$ cat src/rtl/bcd_stopwatch.sv
// bcd_stopwatch: MM:SS stopwatch counting BCD digits from an asynchronous
// timebase tick.
//
// Parameters
//   SYNC_STAGES  synchronizer depth on tick_in, legal range 2..4
// Ports
//   clk_in       system clock, all state changes on its rising edge
//   rst          synchronous active-high reset
//   tick_in      asynchronous timebase, one count per rising edge
//   start_stop   command pulse: IDLE->RUN, RUN->PAUSE, PAUSE->RUN
//   clear        command pulse: back to IDLE with count and lap zeroed
//   lap          command pulse: capture the live count (RUN/PAUSE only)
//   time_bcd     live count {min_tens, min_ones, sec_tens, sec_ones}
//   lap_bcd      captured lap count, same digit layout
//   lap_valid    lap_bcd holds a capture taken since the last clear
//   running      high while in RUN
//   wrap         one-cycle pulse on the 59:59 -> 00:00 rollover
// All outputs come straight from flops.

module bcd_stopwatch #(
    parameter int unsigned SYNC_STAGES = 2
) (
    input  logic        clk_in,
    input  logic        rst,
    input  logic        tick_in,
    input  logic        start_stop,
    input  logic        clear,
    input  logic        lap,
    output logic [15:0] time_bcd,
    output logic [15:0] lap_bcd,
    output logic        lap_valid,
    output logic        running,
    output logic        wrap
);

    localparam int unsigned DIGIT_W = 4;
    localparam int unsigned TIME_W  = 4 * DIGIT_W;

    localparam logic [DIGIT_W-1:0] DIG_ONE  = DIGIT_W'(1);
    localparam logic [DIGIT_W-1:0] DIG_FIVE = DIGIT_W'(5);
    localparam logic [DIGIT_W-1:0] DIG_NINE = DIGIT_W'(9);

    localparam logic [1:0] ST_IDLE  = 2'd0;
    localparam logic [1:0] ST_RUN   = 2'd1;
    localparam logic [1:0] ST_PAUSE = 2'd2;

    // ------------------------------------------------------------------
    // Tick synchronizer, history flop and post-reset arming
    // ------------------------------------------------------------------
    logic [SYNC_STAGES-1:0] sync_q;
    logic [SYNC_STAGES-1:0] fill_q;
    logic                   hist_q;
    logic                   arm_q;
    logic                   arm_d;
    logic                   tick_sync_c;
    logic                   count_ev_c;

    assign tick_sync_c = sync_q[SYNC_STAGES-1];

    // fill_q marks how far genuine post-reset samples have travelled down
    // the chain; arming waits for a real low so a tick already high at
    // reset release cannot count until it falls and rises again.
    assign arm_d      = arm_q | (fill_q[SYNC_STAGES-1] & ~tick_sync_c);
    assign count_ev_c = tick_sync_c & ~hist_q & arm_q;

    // Synchronizer, history and arming flops
    always_ff @(posedge clk_in) begin
        if (rst) begin
            sync_q <= '0;
            fill_q <= '0;
            hist_q <= 1'b0;
            arm_q  <= 1'b0;
        end else begin
            sync_q <= {sync_q[SYNC_STAGES-2:0], tick_in};
            fill_q <= {fill_q[SYNC_STAGES-2:0], 1'b1};
            hist_q <= tick_sync_c;
            arm_q  <= arm_d;
        end
    end

    // ------------------------------------------------------------------
    // Registered state and outputs
    // ------------------------------------------------------------------
    logic [1:0]        state_q,     state_d;
    logic [TIME_W-1:0] time_q,      time_d;
    logic [TIME_W-1:0] lap_q,       lap_d;
    logic              lap_valid_q, lap_valid_d;
    logic              running_q,   running_d;
    logic              wrap_q,      wrap_d;

    // ------------------------------------------------------------------
    // BCD increment of the live count
    // ------------------------------------------------------------------
    logic [DIGIT_W-1:0] sec_ones_c;
    logic [DIGIT_W-1:0] sec_tens_c;
    logic [DIGIT_W-1:0] min_ones_c;
    logic [DIGIT_W-1:0] min_tens_c;
    logic [TIME_W-1:0]  inc_time_c;
    logic               inc_wrap_c;

    assign sec_ones_c = time_q[3:0];
    assign sec_tens_c = time_q[7:4];
    assign min_ones_c = time_q[11:8];
    assign min_tens_c = time_q[15:12];

    // Ripple carry through the four digits; a digit at or above its limit
    // rolls to zero, so even a corrupted digit returns to BCD range.
    always_comb begin
        inc_time_c = time_q;
        inc_wrap_c = 1'b0;
        if (sec_ones_c < DIG_NINE) begin
            inc_time_c[3:0] = sec_ones_c + DIG_ONE;
        end else begin
            inc_time_c[3:0] = '0;
            if (sec_tens_c < DIG_FIVE) begin
                inc_time_c[7:4] = sec_tens_c + DIG_ONE;
            end else begin
                inc_time_c[7:4] = '0;
                if (min_ones_c < DIG_NINE) begin
                    inc_time_c[11:8] = min_ones_c + DIG_ONE;
                end else begin
                    inc_time_c[11:8] = '0;
                    if (min_tens_c < DIG_FIVE) begin
                        inc_time_c[15:12] = min_tens_c + DIG_ONE;
                    end else begin
                        inc_time_c[15:12] = '0;
                        inc_wrap_c        = 1'b1;
                    end
                end
            end
        end
    end

    // ------------------------------------------------------------------
    // Next-state and output logic
    // ------------------------------------------------------------------
    always_comb begin
        state_d     = state_q;
        time_d      = time_q;
        lap_d       = lap_q;
        lap_valid_d = lap_valid_q;
        wrap_d      = 1'b0;

        if (clear) begin
            // clear overrides start_stop, lap and any count event
            state_d     = ST_IDLE;
            time_d      = '0;
            lap_d       = '0;
            lap_valid_d = 1'b0;
        end else begin
            case (state_q)
                ST_IDLE: begin
                    // events and laps are ignored while idle
                    if (start_stop) begin
                        state_d = ST_RUN;
                    end
                end
                ST_RUN: begin
                    // an event coinciding with the pause command still counts
                    if (count_ev_c) begin
                        time_d = inc_time_c;
                        wrap_d = inc_wrap_c;
                    end
                    if (lap) begin
                        lap_d       = time_q;
                        lap_valid_d = 1'b1;
                    end
                    if (start_stop) begin
                        state_d = ST_PAUSE;
                    end
                end
                ST_PAUSE: begin
                    // events while paused are dropped, including on resume
                    if (lap) begin
                        lap_d       = time_q;
                        lap_valid_d = 1'b1;
                    end
                    if (start_stop) begin
                        state_d = ST_RUN;
                    end
                end
                default: begin
                    state_d = ST_IDLE;
                end
            endcase
        end

        running_d = (state_d == ST_RUN);
    end

    // State and output registers
    always_ff @(posedge clk_in) begin
        if (rst) begin
            state_q     <= ST_IDLE;
            time_q      <= '0;
            lap_q       <= '0;
            lap_valid_q <= 1'b0;
            running_q   <= 1'b0;
            wrap_q      <= 1'b0;
        end else begin
            state_q     <= state_d;
            time_q      <= time_d;
            lap_q       <= lap_d;
            lap_valid_q <= lap_valid_d;
            running_q   <= running_d;
            wrap_q      <= wrap_d;
        end
    end

    assign time_bcd  = time_q;
    assign lap_bcd   = lap_q;
    assign lap_valid = lap_valid_q;
    assign running   = running_q;
    assign wrap      = wrap_q;

endmodule

$ cat config.mk
export PLATFORM = sky130hd
export DESIGN_NAME = bcd_stopwatch
export DESIGN_NICKNAME = d
export VERILOG_FILES = /design/src/rtl/bcd_stopwatch.sv
export SDC_FILE = /design/constraint.sdc
export NUM_CORES = 1
export LEC_CHECK = 0
export CELL_PAD_IN_SITES_DETAIL_PLACEMENT = 1
export CELL_PAD_IN_SITES_GLOBAL_PLACEMENT = 1
export CORE_MARGIN = 3
export CORE_UTILIZATION = 37
export DETAILED_ROUTE_END_ITERATION = 8
export GPL_TIMING_DRIVEN = 0
export PLACE_DENSITY = 0.76
export SLEW_MARGIN = 25
export SYNTH_ARGS = -nofsm -noshare
export SYNTH_HDL_FRONTEND = slang
export SYNTH_SLANG_ARGS = --single-unit
$ cat constraint.sdc
create_clock -name clk_in -period 2.52 [get_ports clk_in]
set_input_delay 0.378 -clock clk_in [delete_from_list [all_inputs] [get_ports clk_in]]
set_output_delay 0.378 -clock clk_in [all_outputs]
set_load 0.01 [all_outputs]
==> results of run 1 <==
[cell type report]
type,instances,area [sq um]
Buffer,11,63.8
Clock buffer,7,96.3
Clock inverter,1,7.51
Fill cell,604,2360
Inverter,15,56.3
Multi-Input combinational cell,144,865
Sequential cell,43,861
Tap cell,67,83.8
Timing Repair Buffer,39,390
[Yosys cell counts (all sizes together), types with 2 or more instances]
master,number
dfxtp,43
nand2,36
a21oi,29
nor2,19
inv,15
ha,12
clkbuf,7
o21ai,6
buf,4
nand3,4
nand4,4
nor2b,3
or4,3
and2,2
o221ai,2
or2b,2
xnor2,2
[worst max-delay path by stage]
stage / from / end / slack [ns] / cells after the start
2_1_floorplan: time_bcd[0] / time_bcd[15] / 0.73 / 7
3_3_place_gp: clear / lap_valid / 0.33 / 5
3_5_place_dp: clear / time_bcd[1] / 0.32 / 5
4_1_cts: state_q[0] / lap_bcd[8] / 0.49 / 7
5_1_grt: state_q[0] / time_bcd[7] / 0.35 / 7
6_report: state_q[1] / time_bcd[7] / 0.50 / 8
[worst register-to-register path, cell delays in order (launching register included)]
cell and delay [ns]:
dfxtp_1 0.35, inv_1 0.09, ha_1 0.24, and4b_1 0.25, buf_6 0.13, nand3_4 0.08
buf_6 0.14, or4_1 0.51, a21oi_1 0.16
[power breakdown]
group,internal [uW],leakage (uW),total (uW),switching (uW)
Clock,249,0.0000505,482,232
Combinational,19.1,0.000449,52.7,33.6
Sequential,686,0.000348,691,4.58
Total,954,0.000847,1230,271
[registers in the layout, indices dropped and copies added, names as in the netlist]
| name | flops |
|---|---|
| lap_bcd | 16 |
| time_bcd | 16 |
| fill_q | 2 |
| state_q | 2 |
| sync_q | 2 |
| arm_q | 1 |
| hist_q | 1 |
| lap_valid | 1 |
| running | 1 |
| wrap | 1 |
[through the flow]
stage	area (sq um)	cells
final	2420	327
after global routing	2420	327
after CTS	2420	327
after detailed placement	2320	319
after global placement	2320	319
after floorplan	1850	213
[layer usage]
metal,up-vias,GRT usage
met1,764,0.211
met4,0,0.0634
met5,-,0
met3,10,0.0426
met2,27,0.272
li1,803,-
[kinds of logic after synthesis]
family	count (synthesis)	synth area share
and+or+nand+nor	83	0.221
AOI/OAI and AO/OA	45	0.146
DFF	43	0.466
buffers and inverters	26	0.0651
adders and majority gates	12	0.0814
xor gates and xnor gates	3	0.0142
muxes	1	0.00542
==> qor.yml, run 1 <==
reg2reg_depth: 8
mostFrequentLayoutCell: "dfxtp_1"
holdPathEnd: "fill_q[0]"
layout_min_cycle_time_ns: 2.02
fin_util: 0.506
dr_wl_met2_um: 2180
cts_resized: 0
end_kind: "register"
avgSynthCellArea_sq_um: 8.66
hpwlAfterDp_um: 3300
cp-start-kind: "register"
worstHoldStart: "rst"
crit_fanout: 10
area_delta_synth_final_pct: 31.3
root_buffer: "clkbuf_8"
final_cell_mix: "43 x dfxtp_1, 39 x clkdlybuf4s50_1, 36 x nand2_1, 29 x a21oi_1, 19 x nor2_1"
gr-total-overflow: 0
synth_cell_types: 42
cp.arrival_ns: 2.24
p_leak_uw: 0.000847
rrSetupSlack_ns: 0.50
synth-edff-count: 0
initial_core_util: 0.386
clkTransAtPathRegs_ns: 0.08
numCtsBuffers: 5
cts_max_level: 2
synthesis.area_sq_um: 1850
antenna_found_initial: 0
clock_sinks: 43
whs_ns: 0.371
hold_class: "in -> reg"
finalPower_uw: 1230
slew_violations: 0
n_antenna_cell: 0
rr_startpoint: "state_q[1]"
timing.rr.end: "time_bcd[7]"
die-area_sq_um: 5870
max_freq_mhz: 495
place.gp.congestion: 0.761
netlist_instances: 213
setup_ws_ns: 0.502
status: "complete, no violations"
highest_layer: "met4"
synth_top_cell_by_area: "dfxtp_1"
postCtsHoldBufs: 0
synth_top_area_share: 0.466
worstMarginPinSlew_ns: 0.565
layout-drive-gt1-share: 0.0692
crit_path_top_delay_cell: "or4_1"
nets: 277
initialDrtViolationCount: 49
syn-num-nets: 231
maxCapViolations: 0
rows: 25
max-slew-margin-rel: 0.623
grtUsageTotal: 0.166
rsz0062_at_grt: "no"
ys_async_sr_fraction: 0
cts_buffer_depth: 2
route.met3.wl_um: 151
num_io_pins: 41
critPathKind: "reg -> reg"
crit_top_cell: "buf_6"
clk_latency_ns: 0.29
coreArea_sq_um: 4790
ys_warn_count: 0
post_cts_buffers: 0
crit_family: "simple AND/OR/NAND/NOR gates"
io_buffer_count: 39
first_pass_iters: 4
clock_skew_ns: 0.00497
dieHeight_um: 76.6
drt-total-wl_um: 4540
ant_nets: 0
drc: 0
yosys-top-cells-area: "dfxtp_1 47%, ha_1 8.1%, a21oi_1 7.9%"
preCtsSetupSlack_ns: 0.322
fin_crit_sh: 0.801
num_vias: 1604
cts_tree: "done"
ys_ff_latch: 43
viasPerCell: 4.91
wl_met1_um: 2120
wl_per_cell_um: 13.9
powerDensity_nw_per_um2: 506
ys_seq_area_frac: 0.466
required_ns: 2.74
critical-path-max-stage-delay_ns: 0.51
grt_max_degree: 14
grt_pass1_vias: 1595
synth_flop_cell: "dfxtp_1"
setup_viol: 0
finalHoldViolations: 0
hold_depth: 2
die_w_um: 76.6
crit_buf_inv: 3
grt_pass1_wl_um: 7880
crit_chain: "inv_1 > ha_1 > and4b_1 > buf_6 > nand3_4 > buf_6 > or4_1 > a21oi_1"
ir_drop_uv: 391
fin_setup_tns_ns: 0
No activity file was read; power rests on OpenSTA's default activity.
==> run 2: changes to the inputs <==
--- a/config.mk
+++ b/config.mk
@@ -8,10 +8,10 @@
 export CELL_PAD_IN_SITES_DETAIL_PLACEMENT = 1
 export CELL_PAD_IN_SITES_GLOBAL_PLACEMENT = 1
 export CORE_MARGIN = 3
-export CORE_UTILIZATION = 37
+export CORE_UTILIZATION = 33
 export DETAILED_ROUTE_END_ITERATION = 8
 export GPL_TIMING_DRIVEN = 0
-export PLACE_DENSITY = 0.76
+export PLACE_DENSITY = 0.71
 export SLEW_MARGIN = 25
 export SYNTH_ARGS = -nofsm -noshare
 export SYNTH_HDL_FRONTEND = slang
==> constraint.sdc (replaced) <==
create_clock -name clk_in -period 1.65 [get_ports clk_in]
set_input_delay 0.2475 -clock clk_in [delete_from_list [all_inputs] [get_ports clk_in]]
set_output_delay 0.2475 -clock clk_in [all_outputs]
set_load 0.01 [all_outputs]
==> run 2 against run 1 <==
Net effect:
- the flow now finishes with violations (setup timing)
- hold slack lost 0.14 ns
- wire length grew 7.7%
- global-route usage shrank 0.68 points
- highest routed layer unchanged
- cell area grew 10%
- first-iteration DRC count grew 49%
- largest power group unchanged
- clock power grew 38%
- register-to-register slack lost 0.54 ns
- die area grew 11%
==> qor.yml, run 2 (synthesized netlist as in run 1, its figures left out) <==
max-slew-margin-rel: 0.666  # was 0.623
cts_tree: "done"  # unchanged
initialDrtViolationCount: 73  # was 49
wl_per_cell_um: 14.2  # was 13.9 um
grt_pass1_vias: 1650  # was 1595
clock_sinks: 43  # unchanged
setup_ws_ns: -0.0411  # was 0.502 ns
first_pass_iters: 4  # unchanged
p_switching_uw: 428  # was 271 uW
postCtsHoldBufs: 0  # unchanged
clock_skew_ns: 0.00808  # was 0.00497 ns
critical-path-max-stage-delay_ns: 0.52  # was 0.51 ns
required_ns: 1.89  # was 2.74 ns
status: "finished, violations left"  # was complete, no violations
crit_chain: "inv_4 > ha_4 > and2b_4 > o221ai_4 > or4_1 > a21oi_1"  # was inv_1 > ha_1 > and4b_1 > buf_6 > nand3_4 > buf_6 > or4_1 > a21oi_1
critPathKind: "reg -> reg"  # unchanged
setup_viol: 2  # was 0
drc: 0  # unchanged
worstMarginPinSlew_ns: 0.502  # was 0.565 ns
met3_usage: 0.0410  # was 0.0426
seq_power_share: 0.582  # was 0.564
hpwlAfterDp_um: 3310  # was 3300 um
switching_share: 0.238  # was 0.221
place_area_sq_um: 2350  # was 2320 sq um
ir_drop_uv: 336  # was 391 uV
slew_violations: 0  # unchanged
grt_pass1_wl_um: 7960  # was 7880 um
dp.cells: 322  # was 319
numCtsBuffers: 5  # unchanged
initial_core_util: 0.350  # was 0.386
instances_no_fill: 345  # was 327
n_antenna_cell: 0  # unchanged
combPwrFrac: 0.047  # was 0.043
die_w_um: 80.8  # was 76.6 um
mostFrequentLayoutCell: "clkdlybuf4s50_1"  # was dfxtp_1
coreArea_sq_um: 5270  # was 4790 sq um
place.gp.congestion: 0.770  # was 0.761
fin_area_sq_um: 2670  # was 2420 sq um
cts_buffer_depth: 2  # unchanged
cp.arrival_ns: 1.93  # was 2.24 ns
rows: 26  # was 25
nets: 292  # was 277
viasPerCell: 4.85  # was 4.91
crit_path_top_delay_cell: "or4_1"  # unchanged
powerDensity_nw_per_um2: 674  # was 506 nW/um^2
top_usage_layer: "met2"  # unchanged
drt-total-wl_um: 4890  # was 4540 um
area_delta_synth_final_pct: 44.5  # was 31.3%
hold_class: "in -> reg"  # unchanged
clkTransAtPathRegs_ns: 0.08  # about the same
antenna_found_initial: 0  # unchanged
rrSetupSlack_ns: -0.04  # was 0.50 ns
ant_nets: 0  # unchanged
fin_crit_sh: 1.02  # was 0.801
rsz0062_at_grt: "yes"  # was no
cts_max_level: 2  # unchanged
clk_latency_ns: 0.30  # was 0.29 ns
crit_fanout: 7  # was 10
p_int_uw: 1370  # was 954 uW
cp-start-kind: "register"  # unchanged
end_kind: "register"  # unchanged
register_area_sq_um: 890  # was 861 sq um
p_leak_uw: 0.000977  # was 0.000847 uW
num_vias: 1673  # was 1604
violations: "setup timing"
max_freq_mhz: 591  # was 495 MHz
maxCapViolations: 0  # unchanged
p_clk_frac: 0.371  # was 0.393
layout_min_cycle_time_ns: 1.69  # was 2.02 ns
fillers: 618  # was 604
layout-drive-gt1-share: 0.229  # was 0.0692
met1_usage: 0.196  # was 0.211
use_met2: 0.268  # was 0.272
final_cell_mix: "39 x clkdlybuf4s50_1, 35 x nand2_1, 32 x dfxtp_1, 28 x a21oi_1, 19 x nor2_1"  # was 43 x dfxtp_1, 39 x clkdlybuf4s50_1, 36 x nand2_1, 29 x a21oi_1, 19 x nor2_1
multi_input_area_sq_um: 941  # was 865 sq um
root_buffer: "clkbuf_8"  # unchanged
io_buffer_count: 39  # unchanged
finalHoldViolations: 0  # unchanged
gr-total-overflow: 0  # unchanged
grt_max_degree: 17  # was 14
grtUsageTotal: 0.160  # was 0.166
num_io_pins: 41  # unchanged
die-area_sq_um: 6530  # was 5870 sq um
dieHeight_um: 80.8  # was 76.6 um
run 2: changes by cell type in the layout (fill, tap and decap cells not counted), moves of 3 or more:
cell	change
dfxtp_4	+6
dfxtp_2	+5
dfxtp_1	-11
clkbuf_1	-4
buf_4	+18
inv_2	+3
inv_1	-4
run 2: what timing repair did:
item,4_1_cts,5_1_grt
cloned,0,1
resized for setup,11,19
pin swaps,3,5
setup buffers,10,8
endpoints found under the setup margin,28,29
endpoints found under the hold margin,0,0
run 2: cell type report:
type | count | share of cell area
Timing Repair Buffer | 58 | 0.206
Tap cell | 70 | 0.0328
Sequential cell | 43 | 0.334
Inverter | 15 | 0.0221
Clock inverter | 2 | 0.00422
Clock buffer | 6 | 0.0272
Buffer | 7 | 0.0206
Multi-Input combinational cell | 144 | 0.353
run 2: metrics by stage:
step	util	TNS (ns)	worst slack (ns)	power, uW	hold slack, ns
final	0.506	-0.0671	-0.0411	1800	0.229
after global routing	0.506	-0.321	-0.105	1890	0.300
after CTS	0.481	-0.0995	-0.0396	1820	0.231
after detailed placement	0.446	-7.61	-0.379	1160	0.429
after global placement	0.446	-7.48	-0.376	1160	0.417
after floorplan	-	0	0.00605	1120	0.376
run 2: worst max-delay path, delay by kind of cell (launching register included):
family                     cells  cell delay [ns]
adders and majority gates      1             0.14
DFF                            1             0.37
and+or+nand+nor                2             0.81
buffers and inverters          1             0.04
AOI/OAI and AO/OA              2             0.28
run 2: routing by layer:
layer	wire, um	part of all wire	vias up
met5	0	0	-
met2	2410	0.49	25
li1	-	-	842
met1	2240	0.46	800
met3	162	0.033	6
met4	82	0.017	0
run 2: power by group through the flow:
| stage | registers [uW] | logic, uW | clock network (uW) |
|---|---|---|---|
| finish | 1050 | 84.9 | 667 |
| global route | 1050 | 96.9 | 748 |
| CTS | 1050 | 84.5 | 690 |
| detailed placement | 1080 | 80.7 | 0 |
| global placement | 1080 | 79.9 | 0 |
| floorplan | 1080 | 47.0 | 0 |
run 2: path summary, 6_finish.rpt:
path                             startpoint            to  cells past startpoint
worst max-delay path            time_bcd[5]  time_bcd[15]                      6
worst min-delay path                    rst     fill_q[0]                      2
worst min register to register    sync_q[0]     sync_q[1]                      1
worst max register to register  time_bcd[5]  time_bcd[15]                      6
==> run 3: changes to the inputs <==
--- a/config.mk
+++ b/config.mk
@@ -5,13 +5,14 @@
 export SDC_FILE = /design/constraint.sdc
 export NUM_CORES = 1
 export LEC_CHECK = 0
+export CAP_MARGIN = 20
 export CELL_PAD_IN_SITES_DETAIL_PLACEMENT = 1
 export CELL_PAD_IN_SITES_GLOBAL_PLACEMENT = 1
 export CORE_MARGIN = 3
-export CORE_UTILIZATION = 33
+export CORE_UTILIZATION = 37
 export DETAILED_ROUTE_END_ITERATION = 8
 export GPL_TIMING_DRIVEN = 0
-export PLACE_DENSITY = 0.71
+export PLACE_DENSITY = 0.76
 export SLEW_MARGIN = 25
 export SYNTH_ARGS = -nofsm -noshare
 export SYNTH_HDL_FRONTEND = slang
==> constraint.sdc (replaced) <==
create_clock -name clk_in -period 1.8 [get_ports clk_in]
set_input_delay 0.27 -clock clk_in [delete_from_list [all_inputs] [get_ports clk_in]]
set_output_delay 0.27 -clock clk_in [all_outputs]
set_load 0.01 [all_outputs]
==> run 3 against run 2 <==
Net effect:
- the flow now finishes without violations
- global-route usage rose by 1.4 points
- register-to-register slack better by 0.07 ns
- core utilization rose by 2.8 points
- hold slack gained 0.034 ns
- cell area is 4.2% lower
- die area shrank 10%
- via count shrank 0.84%
- first-iteration DRC count shrank 12%
- non-clock buffer count decreased by 7
- sequential cell count did not move
- setup slack better by 0.067 ns
- critical endpoint unchanged
- largest power group unchanged
==> qor.yml, run 3 (synthesized netlist as in run 1, its figures left out) <==
status: "complete, no violations"  # was finished, violations left
postCtsHoldBufs: 0  # unchanged
n_antenna_cell: 0  # unchanged
setup_ws_ns: 0.0257  # was -0.0411 ns
num_vias: 1659  # was 1673
cts_max_level: 2  # unchanged
clkTransAtPathRegs_ns: 0.09  # was 0.08 ns
p_switching_uw: 391  # was 428 uW
max-slew-margin-rel: 0.605  # was 0.666
root_buffer: "clkbuf_8"  # unchanged
place_area_sq_um: 2320  # was 2350 sq um
grtUsageTotal: 0.174  # was 0.160
gr-total-overflow: 0  # unchanged
p_leak_uw: 0.000930  # was 0.000977 uW
hold_class: "in -> reg"  # unchanged
ant_nets: 0  # unchanged
antenna_found_initial: 0  # unchanged
fin_util: 0.534  # was 0.506
required_ns: 2.04  # was 1.89 ns
slew_violations: 0  # unchanged
wl_per_cell_um: 14.4  # was 14.2 um
p_clk_frac: 0.396  # was 0.371
combPwrFrac: 0.047  # about the same
cp.arrival_ns: 2.01  # was 1.93 ns
initialDrtViolationCount: 64  # was 73
first_pass_iters: 4  # unchanged
powerDensity_nw_per_um2: 675  # was 674 nW/um^2
clk_latency_ns: 0.30  # about the same
num_io_pins: 41  # unchanged
numCtsBuffers: 5  # unchanged
coreArea_sq_um: 4790  # was 5270 sq um
clock_skew_ns: 0.00836  # was 0.00808 ns
drt-total-wl_um: 4810  # was 4890 um
switching_share: 0.227  # was 0.238
rows: 25  # was 26
rrSetupSlack_ns: 0.03  # was -0.04 ns
area_delta_synth_final_pct: 38.4  # was 44.5%
p_int_uw: 1330  # was 1370 uW
fin_area_sq_um: 2550  # was 2670 sq um
grt_pass1_vias: 1645  # was 1650
grt_pass1_wl_um: 8200  # was 7960 um
grt_max_degree: 14  # was 17
maxCapViolations: 0  # unchanged
crit_fanout: 8  # was 7
viasPerCell: 4.95  # was 4.85
worstMarginPinSlew_ns: 0.591  # was 0.502 ns
clock_sinks: 43  # unchanged
finalPower_uw: 1730  # was 1800 uW
setup_viol: 0  # was 2
final_cell_mix: "39 x clkdlybuf4s50_1, 37 x dfxtp_1, 36 x nand2_1, 28 x a21oi_1, 19 x nor2_1"  # was 39 x clkdlybuf4s50_1, 35 x nand2_1, 32 x dfxtp_1, 28 x a21oi_1, 19 x nor2_1
nets: 285  # was 292
layout_min_cycle_time_ns: 1.77  # was 1.69 ns
end_kind: "register"  # unchanged
critPathKind: "reg -> reg"  # unchanged
cp-start-kind: "register"  # unchanged
rsz0062_at_grt: "yes"  # unchanged
place.gp.congestion: 0.761  # was 0.770
die-area_sq_um: 5870  # was 6530 sq um
fillers: 592  # was 618
layout-drive-gt1-share: 0.168  # was 0.229
seq_power_share: 0.557  # was 0.582
finalHoldViolations: 0  # unchanged
mostFrequentLayoutCell: "clkdlybuf4s50_1"  # unchanged
whs_ns: 0.263  # was 0.229 ns
initial_core_util: 0.386  # was 0.350
drc: 0  # unchanged
cts_tree: "done"  # unchanged
cts_buffer_depth: 2  # unchanged
preCtsSetupSlack_ns: -0.290  # was -0.379 ns
dieHeight_um: 76.6  # was 80.8 um
max_freq_mhz: 564  # was 591 MHz
ir_drop_uv: 546  # was 336 uV
die_w_um: 76.6  # was 80.8 um
fin_crit_sh: 0.986  # was 1.02
io_buffer_count: 39  # unchanged
hpwlAfterDp_um: 3300  # was 3310 um
## run 3: cell types whose count changed in the layout (fill, tap and decap cells not counted), moves of 2 or more
cell      change
buf_4         -8
dfxtp_1       +5
dfxtp_2       -4
clkbuf_2      +2
clkbuf_8      +2
inv_1         +2
inv_4         -2
## run 3: metrics by stage
step | setup TNS (ns) | std cells
global route | -0.170 | 335
finish | 0 | 335
detailed placement | -5.21 | 319
floorplan | 0 | 213
global placement | -5.05 | 319
CTS | 0 | 331
## run 3: final timing paths
kind                            startpoint            to  cells past startpoint
worst max-delay path            state_q[1]  time_bcd[15]                      8
worst min-delay path                   rst     fill_q[0]                      2
worst max register to register  state_q[1]  time_bcd[15]                      8
worst min register to register   fill_q[0]     fill_q[1]                      1
## run 3: what timing repair did
action,in CTS,in global routing
setup buffers,5,5
resized for setup,17,8
setup endpoints to repair,18,22
pin swaps,6,5
## run 3: power groups by stage
stage / clock network, uW / logic, uW / registers (uW)
after floorplan: 0 / 42.0 / 988
after global placement: 0 / 72.0 / 988
after detailed placement: 0 / 74.8 / 989
after CTS: 692 / 81.3 / 962
after global routing: 736 / 91.7 / 962
final: 684 / 81.2 / 961
## run 3: final cells by class
class / instances / area, sq um / area share
clock inverters: 1 / 7.51 / 0.00294
flip-flops and latches: 43 / 881 / 0.345
repair buffers: 49 / 465 / 0.182
clock buffers: 7 / 96.3 / 0.0377
multi-input cells: 144 / 905 / 0.354
inverters: 15 / 56.3 / 0.0220
plain buffers: 9 / 60.1 / 0.0235
well taps: 67 / 83.8 / 0.0328
## run 3: critical path, cell delays in order, from the launching register on
cell     delay [ns]
dfxtp_2        0.33
inv_2          0.07
ha_4           0.14
and4b_1        0.22
buf_6          0.13
nand3_4        0.07
buf_6          0.14
or4_4          0.48
a21oi_2        0.14
## run 3: layer usage
metal	vias up	wire (um)	track usage
met5	-	0	0
met4	0	86	0.0634
met3	11	192	0.0426
met2	39	2300	0.286
met1	789	2230	0.219
li1	820	-	-
